`src/rtl/bus_cycle_controller.sv`:
```
// 68000 peripheral bus cycle sequencer: per-region wait states, external-ready
// handshake, DTACK#/BERR# generation and a watchdog that logs faulting cycles.
module bus_cycle_controller #(
    parameter logic [31:0] WAIT_TABLE = 32'h0000_0000,
    parameter int unsigned TIMEOUT    = 255
) (
    input  logic       clock,
    input  logic       reset,
    input  logic       as_n,
    input  logic       uds_n,
    input  logic       lds_n,
    input  logic       rw_n,
    input  logic [2:0] region,
    input  logic       region_valid,
    input  logic       ext_ready,
    input  logic       fault_clear,
    output logic       dtack_n,
    output logic       berr_n,
    output logic       busy,
    output logic       fault,
    output logic [2:0] fault_region,
    output logic       fault_rw_n
);

    typedef enum logic [2:0] {
        S_IDLE,
        S_WAIT,
        S_EXT,
        S_ACK,
        S_BERR
    } state_t;

    localparam logic [7:0] TCNT_LAST = 8'(TIMEOUT - 1);

    state_t     state, next_state;
    logic [3:0] wcnt, next_wcnt;
    logic [7:0] tcnt, next_tcnt;
    logic [2:0] region_q;
    logic       valid_q;
    logic       rw_q;
    logic       armed;
    logic       start;
    logic       berr_entry;
    logic [3:0] wait_sel;

    // armed stays set after reset until as_n has been seen high, so a strobe
    // left asserted across reset does not launch a bogus cycle.
    assign start      = !as_n && (!uds_n || !lds_n) && !armed;
    assign wait_sel   = WAIT_TABLE[{region, 2'b00} +: 4];
    assign berr_entry = (next_state == S_BERR) && (state != S_BERR);

    always_comb begin
        next_state = state;
        next_wcnt  = wcnt;
        next_tcnt  = tcnt;
        case (state)
            S_IDLE: begin
                if (start) begin
                    next_tcnt = 8'd0;
                    if (region_valid && wait_sel == 4'hF) begin
                        next_state = S_EXT;
                    end else begin
                        next_state = S_WAIT;
                        next_wcnt  = wait_sel;
                    end
                end
            end
            S_WAIT: begin
                next_tcnt = tcnt + 8'd1;
                if (as_n) begin
                    next_state = S_IDLE;
                end else if (!valid_q) begin
                    next_state = S_BERR;
                end else if (wcnt == 4'd0) begin
                    next_state = S_ACK;
                end else begin
                    next_wcnt = wcnt - 4'd1;
                end
            end
            S_EXT: begin
                next_tcnt = tcnt + 8'd1;
                if (as_n) begin
                    next_state = S_IDLE;
                end else if (ext_ready) begin
                    next_state = S_ACK;
                end else if (tcnt == TCNT_LAST) begin
                    next_state = S_BERR;
                end
            end
            S_ACK, S_BERR: begin
                if (as_n) begin
                    next_state = S_IDLE;
                end
            end
            default: next_state = S_IDLE;
        endcase
    end

    // Strobe outputs are registered from the next state so they change on the
    // same edge that enters or leaves ACK/BERR.
    always_ff @(posedge clock) begin
        if (reset) begin
            state        <= S_IDLE;
            wcnt         <= 4'd0;
            tcnt         <= 8'd0;
            region_q     <= 3'd0;
            valid_q      <= 1'b0;
            rw_q         <= 1'b1;
            armed        <= 1'b1;
            dtack_n      <= 1'b1;
            berr_n       <= 1'b1;
            busy         <= 1'b0;
            fault        <= 1'b0;
            fault_region <= 3'd0;
            fault_rw_n   <= 1'b1;
        end else begin
            state   <= next_state;
            wcnt    <= next_wcnt;
            tcnt    <= next_tcnt;
            dtack_n <= (next_state != S_ACK);
            berr_n  <= (next_state != S_BERR);
            busy    <= (next_state != S_IDLE);
            if (as_n) begin
                armed <= 1'b0;
            end
            if (state == S_IDLE && start) begin
                region_q <= region;
                valid_q  <= region_valid;
                rw_q     <= rw_n;
            end
            if (berr_entry) begin
                fault        <= 1'b1;
                fault_region <= region_q;
                fault_rw_n   <= rw_q;
            end else if (fault_clear) begin
                fault <= 1'b0;
            end
        end
    end

endmodule

```
`config.mk`:
```
export PLATFORM = sky130hd
export DESIGN_NAME = bus_cycle_controller
export DESIGN_NICKNAME = d
export VERILOG_FILES = /design/src/rtl/bus_cycle_controller.sv
export SDC_FILE = /design/constraint.sdc
export NUM_CORES = 1
export LEC_CHECK = 0
export CORE_UTILIZATION = 23
export CTS_BUF_LIST = sky130_fd_sc_hd__clkbuf_8
export CTS_CLUSTER_DIAMETER = 80
export DETAILED_ROUTE_END_ITERATION = 8
export PLACE_DENSITY = 0.39
export SLEW_MARGIN = 20
export SYNTH_ARGS = -nofsm -noshare
export SYNTH_HDL_FRONTEND = slang
export SYNTH_SLANG_ARGS = --single-unit
```
`constraint.sdc`:
```
create_clock -name clock -period 2.1 [get_ports clock]
set_input_delay 0.42 -clock clock [delete_from_list [all_inputs] [get_ports clock]]
set_output_delay 0.42 -clock clock [all_outputs]
set_load 0.01 [all_outputs]
```
Word level (Yosys, flattened, before mapping)
Index checks and enable logic that the tools add are counted.
- muxes and demuxes: 20
- reductions and logical operators: 20
- shift operators: 1
- add/subtract/negate cells: 2
- equal/unequal tests: 15
- operators with widths (kind ; count):
    $shiftx 32x6->4 const A ; 1
    $mux 3 ; 8
    $mux 4 ; 5
    $pmux 8 s2 ; 1
    $pmux 3 s4 ; 1
    $ne 2x2->1 const B ; 5
    $add 8x1->8 const B ; 1
    $eq 8x8->1 const B ; 1
    $mux 8 ; 1
    $pmux 4 s2 ; 1
    $eq 3x2->1 const B ; 2
    $eq 3x3->1 const B ; 2
    $ne 3x3->1 const B ; 2
    $reduce_and 6->1 ; 1
    $reduce_bool 2->1 ; 3
    $logic_and 1x1->1 ; 5
    $eq 4x4->1 const B ; 1
    $logic_not 1->1 ; 4
    $logic_not 4->1 ; 1
    $reduce_or 2->1 ; 2
    $sub 4x1->4 const B ; 1
    $eq 3x1->1 const B ; 1
    $logic_not 3->1 ; 1
    $ne 3x2->1 const B ; 1
    other kinds (5) ; 6
- input port bits: 12
- logic and storage cells: 71
- register bits after elaboration: 29
- output and inout port bits: 8

Logic depth before layout (Yosys ltp)
- depth in word-level cells: 9
- mapped depth: 6
- gate-level depth less buffers: 6

Least setup slack after synthesis
OpenSTA, ideal clock, no wires.
- path type: input-to-reg
- from: input uds_n
- to: register tcnt[6]
- setup slack: 524 ps
- setup time: 71 ps
- stages: 5
- required time: 2029 ps
- buffers on the path: 1
- data arrival time: 1505 ps
- cell sequence: a211oi_4 > a2bb2oi_2 > buf_6 > or3_1 > a21oi_1
- word-level cells in the longest chain between the ends: 6
- ends and longest elaborated chain (element ; RTL line ; RTL):
    start, declared ; 10 ; input logic uds_n,
    $logic_not 1->1 ; 48 ; assign start = !as_n && (!uds_n || !lds_n) && !armed;
    $logic_or 1x1->1 ; 48 ;
    $logic_and 1x1->1 (2 in a row) ; 48 ;
    $ne 2x2->1 (no line) ; -- ;
    $reduce_and 2->1 (no line) ; -- ;
    end signal, assigned ; 119 ; tcnt <= next_tcnt;
    end, declared ; 37 ; logic [7:0] tcnt, next_tcnt;
Every way passes these cells.
A chain may end at the register's enable or synchronous reset.

Worst setup path in the final report
- from: input uds_n
- to: register tcnt[4]
The elaborated chain is that of the path after synthesis.

==> metrics <==
status finished, final reports clean; Synth Area per Inst approximately 9 um^2; Commonest cells post-synth dfxtp_1, a21oi_1, nand2_1; total power between 1000 and 1500 uW; Port Buffers 19; die height around 79 um; worst hold slack about 0.46 ns; cell count of the worst reg-to-reg path 6; CP max FO 11; Period minus WS final around 1.8 ns; final slew viol count 0; top post-synthesis cells by area dfxtp_1, a21oi_1, nand2_1; area share of the leading cell type in the synthesized netlist between 40 and 50%; FF-to-FF Start wcnt[0]; Post-CTS Setup Repair Bufs 0; DR vias about 1200; # rows 27; final hold vios 0; flop2flop setup slack around 0.38 ns; Yosys top cell by area dfxtp_1; worst-skew pair later-pin latency 0.28 ns; H-Tree Level Count 2; number of synthesis warnings 0; required time worst endpoint roughly 2.3 ns; CTS resizes 0; Post-synth EDFFs 0; vias in the first global route 1144; Worst-Margin Slew about 0.46 ns; first-pass GRT wire length 5409 um; count of different cell masters after synthesis 37; Final ANT Viol Nets 0; CTS Root Cell clkbuf_8; share of post-route cells with drive strength above 1 between 10% and 20%; Slew HR 69.51%; Sink Count 29; Initial DRT Pass Iterations 4; most common cell in the netlist dfxtp_1; power density cells between 600 and 700 mW/mm^2; clock skew roughly 0.0077 ns; CTS tree done; largest net degree at the start of global routing 12; GRT overflow 0; post-DR vias/cell approximately 4.5; origin of the worst setup path uds_n; Final WS setup about 0.30 ns; post-place setup slack -0.003425 ns; sequential area share after synthesis roughly 42%; async set or reset register ratio after synthesis 0%; All-Layer GR Usage 11.21%; clk buf depth 2; Diodes inserted 0; drt initial violations 42; core area between 0.005 and 0.006 mm^2; max_cap viols 0; Max Clock Freq 554.7 MHz; antenna violations before repair 0; Die ar. 0.006253 mm^2; # IOs 20; Die X between 70 and 80 um; RD Place Congestion between 0.6 and 0.7; Pleak around 0.00064 uW; crit end category register; drt wl/cell about 12 um; filler cell count between 600 and 700; CTS buffer count 5; Synth Instances 152; HP Class reg -> reg; final layout net count roughly 200; min-delay src region_q[0]; Synth Cell Area 0.001366 mm^2; Post-Route Setup TNS 0 ns; RSZ-0062 raised after global routing no; Initial Util 24.36%; clock-pin slew on the worst setup and hold paths around 0.07 ns; Top FF cell, synth dfxtp_1; placed instance count around 250; detailed-route DRC error count 0; DRT Wirelength between 3000 and 4000 um; Finished Layout Cells 259; dpl hpwl 2336 um; Worst EP arrival 2.02 ns; Max VDD drop 0.3182 mV; crit share post-route between 80% and 90%; final-report setup violation count 0; area grow syn2layout 31.04%; synthesis-stage register bit count 29; startpoint types input pin; Crit Path Class in -> reg; hold path depth 2; hold buffer count at CTS 0; Post-Syn Nets 168
-- worst paths after layout --
kind	to
worst max register to register	busy
worst max-delay path	tcnt[4]
worst min-delay path	region_q[0]
worst min register to register	region_q[0]
-- through the flow --
| step | util, % | area [um^2] |
|---|---|---|
| finish | 31.93 | 1790 |
| global route | 31.93 | 1790 |
| CTS | 31.93 | 1790 |
| detailed placement | 30.46 | 1708 |
| global placement | 30.46 | 1708 |
| floorplan | - | 1366 |
-- routing by layer --
layer,share of wire (%),GRT usage [%],vias to the layer above,routed length (um)
met1,50,14.28,533,1570
met2,45,17.50,25,1411
met3,3.8,3.218,4,118
li1,-,-,608,-
met5,0,0,-,0
met4,1.3,4.909,0,40
-- final cells by class --
cell class                 count  area [um^2]  share of cell area [%]
multi-input combinational    108        699.4                   39.06
sequential                    29        580.6                   32.42
timing repair buffer          32        300.3                   16.77
tap                           72        90.09                   5.031
clock buffer                   5        68.82                   3.843
inverter                      10        37.54                   2.096
clock inverter                 3        13.76                  0.7687
-- sequential cells by signal (all words and copies together), names as in the netlist --
register	flops
tcnt	8
wcnt	4
fault_region	3
region_q	3
state	3
armed	1
berr_n	1
busy	1
dtack_n	1
fault	1
fault_rw_n	1
rw_q	1
valid_q	1
-- report_power, final --
group          internal, uW  total, uW  leakage (uW)  switching, uW
clock                   224        431     0.0000491            207
sequential              561        571      0.000235           9.56
combinational          62.8        116      0.000360           52.9
total                   848       1120      0.000644            269
-- kinds of logic after synthesis --
kind of cell | share of synthesized area (%)
AO/OA/AOI/OAI | 18.50
buffers and inverters | 6.318
flip-flops | 42.49
AND/OR/NAND/NOR | 24.82
adder cells (fa/ha/maj) | 3.663
multiplexers | 2.931
XOR/XNOR | 1.282
-- worst max-delay path, cell delays in order --
cell             delay [ns]
clkdlybuf4s50_1        0.44
a211oi_4               0.31
a2bb2oi_2              0.19
buf_4                  0.17
or3_1                  0.34
a21oi_1                0.14
-- cell usage in the layout, fill, tap and decap left out, types with 2 or more instances in the layout --
master / synthesis / final
or3_1: 7 / 7
a21oi_1: 17 / 17
o31ai_1: 4 / 4
nand2_1: 17 / 17
clkdlybuf4s50_1: 0 / 19
clkinv_2: 0 / 2
dfxtp_1: 29 / 29
ha_1: 4 / 4
o21ai_0: 10 / 10
clkbuf_8: 0 / 5
inv_1: 9 / 10
nor2_1: 7 / 7
or4_1: 4 / 4
mux2i_1: 4 / 4
nor3b_1: 3 / 3
nand3_1: 8 / 8
nand4_1: 2 / 2
buf_4: 0 / 12
xnor2_1: 2 / 2
Power figures use the tool's default switching activity.
